--- src/rtl/mux_result_uart_tx.sv ---
// rtl/mux_result_uart_tx.sv - buffers mux result bytes in a small FIFO and sends each as a UART frame
// Frame: start(0), 8 data bits LSB-first, stop(1); each bit lasts CLKS_PER_BIT clocks.
module mux_result_uart_tx #(
  parameter int CLKS_PER_BIT = 4,
  parameter int FIFO_DEPTH   = 2
) (
  input  logic                          clk,
  input  logic                          rst,
  input  logic [7:0]                    in_data,
  input  logic                          in_valid,
  output logic                          in_ready,
  output logic                          tx,
  output logic                          busy,
  output logic [$clog2(FIFO_DEPTH):0]   level
);

  localparam int AW = $clog2(FIFO_DEPTH);
  localparam int BW = (CLKS_PER_BIT > 1) ? $clog2(CLKS_PER_BIT) : 1;
  localparam logic [BW-1:0] BAUD_MAX   = BW'(CLKS_PER_BIT - 1);
  localparam logic [AW:0]   LEVEL_FULL = (AW + 1)'(FIFO_DEPTH);

  typedef enum logic [1:0] {IDLE, START, DATA, STOP} state_t;

  logic [7:0]    r_mem [FIFO_DEPTH];
  logic [AW-1:0] r_wr_ptr;
  logic [AW-1:0] r_rd_ptr;
  logic [AW:0]   r_level;
  state_t        r_state;
  state_t        w_state_next;
  logic [BW-1:0] r_baud;
  logic [BW-1:0] w_baud_next;
  logic [2:0]    r_bit_idx;
  logic [2:0]    w_bit_idx_next;
  logic [7:0]    r_shift;
  logic [7:0]    w_shift_next;
  logic          r_tx;
  logic          w_tx_next;
  logic          w_push;
  logic          w_pop;
  logic          w_baud_done;
  logic          w_have_data;

  assign in_ready    = (r_level != LEVEL_FULL);
  assign w_push      = in_valid && in_ready;
  assign w_baud_done = (r_baud == BAUD_MAX);
  assign w_have_data = (r_level != '0);
  assign tx          = r_tx;
  assign level       = r_level;
  assign busy        = (r_state != IDLE) || w_have_data;

  // Next-state logic also computes the next tx level so tx can be registered.
  always_comb begin
    w_state_next   = r_state;
    w_baud_next    = r_baud + 1'b1;
    w_bit_idx_next = r_bit_idx;
    w_shift_next   = r_shift;
    w_tx_next      = r_tx;
    w_pop          = 1'b0;
    case (r_state)
      IDLE: begin
        w_baud_next = '0;
        w_tx_next   = 1'b1;
        if (w_have_data) begin
          w_pop          = 1'b1;
          w_shift_next   = r_mem[r_rd_ptr];
          w_bit_idx_next = '0;
          w_state_next   = START;
          w_tx_next      = 1'b0;
        end
      end
      START: begin
        if (w_baud_done) begin
          w_baud_next    = '0;
          w_bit_idx_next = '0;
          w_state_next   = DATA;
          w_tx_next      = r_shift[0];
        end
      end
      DATA: begin
        if (w_baud_done) begin
          w_baud_next = '0;
          if (r_bit_idx == 3'd7) begin
            w_state_next = STOP;
            w_tx_next    = 1'b1;
          end else begin
            w_shift_next   = {1'b0, r_shift[7:1]};
            w_bit_idx_next = r_bit_idx + 3'd1;
            w_tx_next      = r_shift[1];
          end
        end
      end
      STOP: begin
        if (w_baud_done) begin
          w_baud_next = '0;
          // Chain straight into the next start bit when more data is waiting.
          if (w_have_data) begin
            w_pop          = 1'b1;
            w_shift_next   = r_mem[r_rd_ptr];
            w_bit_idx_next = '0;
            w_state_next   = START;
            w_tx_next      = 1'b0;
          end else begin
            w_state_next = IDLE;
            w_tx_next    = 1'b1;
          end
        end
      end
      default: begin
        w_state_next = IDLE;
        w_baud_next  = '0;
        w_tx_next    = 1'b1;
      end
    endcase
  end

  always_ff @(posedge clk or posedge rst) begin
    if (rst) begin
      r_state   <= IDLE;
      r_baud    <= '0;
      r_bit_idx <= '0;
      r_shift   <= '0;
      r_tx      <= 1'b1;
    end else begin
      r_state   <= w_state_next;
      r_baud    <= w_baud_next;
      r_bit_idx <= w_bit_idx_next;
      r_shift   <= w_shift_next;
      r_tx      <= w_tx_next;
    end
  end

  always_ff @(posedge clk or posedge rst) begin
    if (rst) begin
      r_wr_ptr <= '0;
      r_rd_ptr <= '0;
      r_level  <= '0;
    end else begin
      if (w_push) r_wr_ptr <= r_wr_ptr + 1'b1;
      if (w_pop)  r_rd_ptr <= r_rd_ptr + 1'b1;
      case ({w_push, w_pop})
        2'b10:   r_level <= r_level + 1'b1;
        2'b01:   r_level <= r_level - 1'b1;
        default: r_level <= r_level;
      endcase
    end
  end

  always_ff @(posedge clk) begin
    if (w_push) r_mem[r_wr_ptr] <= in_data;
  end

endmodule

--- config.mk ---
export PLATFORM = sky130hd
export DESIGN_NAME = mux_result_uart_tx
export DESIGN_NICKNAME = d
export VERILOG_FILES = /design/src/rtl/mux_result_uart_tx.sv
export SDC_FILE = /design/constraint.sdc
export NUM_CORES = 1
export LEC_CHECK = 0
export ABC_AREA = 0
export CAP_MARGIN = 20
export CELL_PAD_IN_SITES_DETAIL_PLACEMENT = 1
export CELL_PAD_IN_SITES_GLOBAL_PLACEMENT = 1
export CORE_ASPECT_RATIO = 1.25
export CORE_MARGIN = 5
export CORE_UTILIZATION = 40
export CTS_BUF_LIST = sky130_fd_sc_hd__clkbuf_4
export DETAILED_ROUTE_END_ITERATION = 16
export HOLD_SLACK_MARGIN = 0.1
export PLACE_DENSITY = 0.8
export SKIP_CTS_REPAIR_TIMING = 1
export SLEW_MARGIN = 20
export SYNTH_ARGS = -nofsm -noshare
export SYNTH_HDL_FRONTEND = slang
export SYNTH_SLANG_ARGS = --single-unit
--- constraint.sdc ---
create_clock -name clk -period 4.6 [get_ports clk]
set_input_delay 0.46 -clock clk [delete_from_list [all_inputs] [get_ports clk]]
set_output_delay 0.46 -clock clk [all_outputs]
set_load 0.02 [all_outputs]
-- Word level (Yosys, flattened, before mapping)
Memory sizes are Yosys's and may differ from the RTL's.
Cells that the tools add are included.
- register bits after elaboration: 20
- memory bits (writable): 16
- output and inout port bits: 5
- logic and storage cells: 73
- memories kept: 1
- memories (name ; depth ; bits a word ; read ports ; clocked after Yosys merged registers in ; wr ports ; line ; source):
    r_mem ; 2 ; 8 ; 1 ; 0 ; 1 ; 24 ; logic [7:0] r_mem [FIFO_DEPTH];
- add/subtract/negate cells: 6
- equality and inequality tests: 14
- mux-type cells: 32
- reductions and logical operators: 12
- operators with widths (operator ; number):
    $mux 8 ; 4
    $pmux 8 s3 ; 1
    $mux 3 ; 5
    $ne 2x2->1 const B ; 7
    $mux 2 ; 6
    $pmux 3 s4 ; 1
    $mux 1 ; 10
    $eq 2x2->1 const B ; 4
    $pmux 2 s2 ; 2
    $pmux 2 s4 ; 1
    $reduce_and 4->1 ; 2
    $reduce_bool 2->1 ; 3
    $reduce_and 5->1 ; 1
    $add 2x1->2 const B ; 2
    $eq 2x1->1 const B ; 2
    $pmux 1 s4 ; 1
    $add 3x1->3 const B ; 1
    $eq 3x3->1 const B ; 1
    $reduce_and 3->1 ; 1
    $reduce_bool 3->1 ; 1
    $reduce_or 3->1 ; 1
    $add 1x1->1 const B ; 2
    $logic_not 2->1 ; 1
    $pmux 1 s2 ; 1
    3 further kinds ; 3

-- Logic depth before layout (Yosys ltp)
- word-level depth: 6
- gate-level depth with buffers: 8

-- Least setup slack after synthesis
Ideal clock, no wire load.
- path kind: register -> register
- from: register r_bit_idx[0]
- to: register r_shift[7]
- data arrival time: 1.746 ns
- required time: 4.465 ns
- setup slack: 2.719 ns
- cell stages (with the launch flop): 8
- path buffers: 1
- cells stage by stage: dfrtp_1 > ha_1 > ha_1 > nand2b_1 > a2111o_1 > buf_6 > nand2_1 > o31ai_1
- longest elaborated chain between the ends: 3
- RTL lines (item ; line ; source):
    start, declared ; 32 ; logic [2:0] r_bit_idx;
    start signal, assigned ; 126 ; r_bit_idx <= w_bit_idx_next;
    $eq 3x3->1 ; 82 ; if (r_bit_idx == 3'd7) begin
    $ne 2x2->1 (no source line) ; n/a ;
    $reduce_and 4->1 (no source line) ; n/a ;
    end signal, assigned ; 127 ; r_shift <= w_shift_next;
    end, declared ; 34 ; logic [7:0] r_shift;
No other way between the ends.
A chain may end at the register's enable or synchronous reset.

-- Worst setup path in the final report
- from: register r_state[0]
- to: output busy
- longest elaborated chain between the ends: 2
- RTL lines (item ; line ; source):
    start, declared ; 28 ; state_t r_state;
    start signal, assigned ; 124 ; r_state <= w_state_next;
    $reduce_bool 2->1 ; 49 ; assign busy = (r_state != IDLE) || w_have_data;
    $logic_or 1x1->1 ; 49 ;
    end, declared ; 13 ; output logic busy,
No other way between the ends.

==> metrics.md <==
| Metric | Value |
|---|---|
| Status | `finished, final reports clean` |
| Leak Pwr | `0.7872 nW` |
| Peak VDD IR | `374.2 uV` |
| RSZ-0062 raised after global routing | `false` |
| Worst hold path class | `flop to flop` |
| Initial DRC Count | `19` |
| Mapped Cells | `142` |
| Fin. max-slew vios | `0` |
| Post-placement cell area | `0.001851 sq mm` |
| Clock root buffer | `clkbuf_4` |
| Switch Pwr | `0.5562 mW` |
| Comb pwr share | `45.1%` |
| P&R area growth vs syn | `14.46%` |
| Synth Area in Simple Gates | `12.13%` |
| Post-route cell area | `0.001912 sq mm` |
| Syn_nets | `163` |
| Number of max-cap violations | `0` |
| Clock transition at path regs | `130 ps` |
| Number of synthesized flops with an enable pin | `16` |
| DP Worst Slack | `2129 ps` |
| Largest net degree at the start of global routing | `26` |
| Most common cell after layout, fill and taps aside | `dfrtp_1` |
| GPL Wtd Cong | `0.8586` |
| Top cells by area, synth | `edfxtp_1 29%, dfrtp_1 28%, ha_1 7.5%, mux2i_1 4.8%, a21oi_1 3.0%` |
| Unique cell type count in the Yosys netlist | `31` |
| Ys async rst share | `55.56%` |
| Reg power frac | `42.0%` |
| Synth Flop Type | `dfrtp_1` |
| PortBufs | `15` |
| Core ar. | `0.004066 sq mm` |
| Overflow after GRT | `0` |
| Register Area | `982.2 sq um` |
| Mapped cell area | `0.001670 sq mm` |
| Clock Latency Late Sink | `340 ps` |
| Drc violations | `0` |
| Tmin final | `2594 ps` |
| Antenna Violating Nets Remaining | `0` |
| Clock Skews | `16.80 ps` |
| Starting density of the core | `41.08%` |
| CTS tree | `done` |
| DR WL/cell | `14.42 microns` |
| FILL cells | `455` |
| WHS | `478.5 ps` |
| Post-synthesis compound-gate area fraction | `9.963%` |
| Vias in the first global route | `1153` |
| Slew HR | `46.45%` |
| Final HPWL DP | `2310 microns` |
| Diodes inserted | `0` |
| Fmax | `385.5 MHz` |
| Most frequent cells in the layout | `19 x dfrtp_1, 16 x edfxtp_1, 15 x clkdlybuf4s50_1` |
| Multiplexer area fraction after synthesis | `5.468%` |
| Die Span X | `67.80 microns` |
| Routed wire length | `3101 microns` |
| Final setup fails | `0` |
| Switching share of power | `41.79%` |
| CTS Sinks | `36` |
| Worst EP arrival | `2130 ps` |
| First-pass detailed-route iteration total | `4` |
| Post-synthesis adder-cell area fraction | `7.491%` |
| CTS Buf Count | `5` |
| Ratio of cells with drive above 1 in the final layout | `8.176%` |
| Required @ worst endpoint | `4140 ps` |
| Synth area leader | `edfxtp_1` |
| Ports | `16` |
| Syn_area_per_cell | `11.76 sq um` |
| Yosys top cell area share | `28.76%` |
| WS Path Type | `flop to output port` |
| Final period util | `56.39%` |
| Register area share after synthesis | `58.80%` |
| Via count | `1092` |
| Setup WS post-layout | `2006 ps` |
| Die footprint | `0.005577 sq mm` |
| P_int | `0.7747 mW` |
| Post-synthesis xor/xnor area fraction | `2.622%` |
| Initial antenna violation count | `0` |
| Hold Violations, Final | `0` |
| FP Rows | `26` |
| Multi-input gate area | `629.4 sq um` |
| CP Launch Type | `flop` |
| Via density | `5.079` |
| CTS H-tree depth | `2` |
| Crit Path Max Fanout | `6` |
| Ys Warns | `0` |
| Worst Setup End Kind | `output port` |
| Main combinational cell family by area after synthesis | `simple AND/OR/NAND/NOR gates` |
| Flops & latches, synth | `36` |
| Pwr Density | `696.1 mW/mm^2` |
| Clk buf depth | `2` |
| Clock group share of total power | `12.9%` |
| First-pass GRT wire length | `5326 microns` |
| Slew @ Worst Pin | `803.3 ps` |
| Die Height | `82.25 microns` |
| Total GRT Usage | `12.82%` |
| Setup TNS | `0 ps` |
| Nets@finish | `179` |
## final timing paths
check                           start            to  slack, ps  depth (start not counted)
hold / removal              r_baud[0]     r_baud[0]        480                          1
setup reg to reg           r_state[0]    r_shift[7]       2110                          5
max in group asynchronous         rst      r_wr_ptr       3560                          2
hold reg to reg             r_baud[0]     r_baud[0]        480                          1
min in group asynchronous         rst  r_bit_idx[1]        540                          2
setup / recovery           r_state[0]          busy       2010                          4
## per-stage QoR
step	power, mW	utilization [%]	std cells
6_report	1.331	47.02	215
5_1_grt	1.454	47.02	215
3_5_place_dp	1.175	45.51	207
3_3_place_gp	1.121	45.51	207
4_1_cts	1.350	47.02	215
2_1_floorplan	1.024	-	142
## synth_stat cells (all sizes together), types with 2 or more instances
master,instances
clkbuf,2
o31ai,3
nand2,13
ha,10
buf,4
nor3,4
xor2,2
a21oi,10
nand2b,2
xnor2,3
o21ai,12
nand3,3
edfxtp,16
dfrtp,19
nor2b,3
nor2,13
inv,5
mux2i,8
## flip-flops by register name (all words and copies together), names as in the netlist
name and count:
r_mem 16, r_state 2, r_shift 8, r_bit_idx 3, tx 1, r_wr_ptr 1
r_baud 2, r_rd_ptr 1, level 2
## critical path, stage by stage, from the launching register on
cell	delay [ps]
dfrtp_1	470
inv_1	130
ha_1	180
or3b_2	460
clkdlybuf4s50_1	550
## area by class of cell
class / count / area share, %
inverter: 5 / 0.9817
multi-input combinational: 95 / 32.92
sequential: 36 / 51.37
clock buffer: 5 / 1.963
tap: 56 / 3.665
clock inverter: 3 / 1.243
timing repair buffer: 15 / 7.853
## logic make-up (layout without fill, tap and decap cells)
| logic type | count (synthesis) | count (layout) |
|---|---|---|
| muxes | 9 | 9 |
| DFF | 36 | 36 |
| AOI/OAI and AO/OA | 28 | 28 |
| adders and majority gates | 10 | 10 |
| buffers and inverters | 11 | 28 |
| xor gates and xnor gates | 5 | 5 |
| and+or+nand+nor | 43 | 43 |
## power groups by stage
stage | clock network [mW] | logic, mW | registers, mW
6_report | 0.172 | 0.600 | 0.559
5_1_grt | 0.199 | 0.681 | 0.574
4_1_cts | 0.178 | 0.610 | 0.561
3_5_place_dp | 0 | 0.607 | 0.568
3_3_place_gp | 0 | 0.561 | 0.559
2_1_floorplan | 0 | 0.489 | 0.536
## routing by layer
metal	GRT usage [%]	wire length, microns	vias up
li1	-	-	534
met1	14.92	1329	540
met2	21.52	1655	16
met3	4.330	95	2
met4	5.169	21	0
met5	0	0	-
No activity file was read; power rests on OpenSTA's default activity.
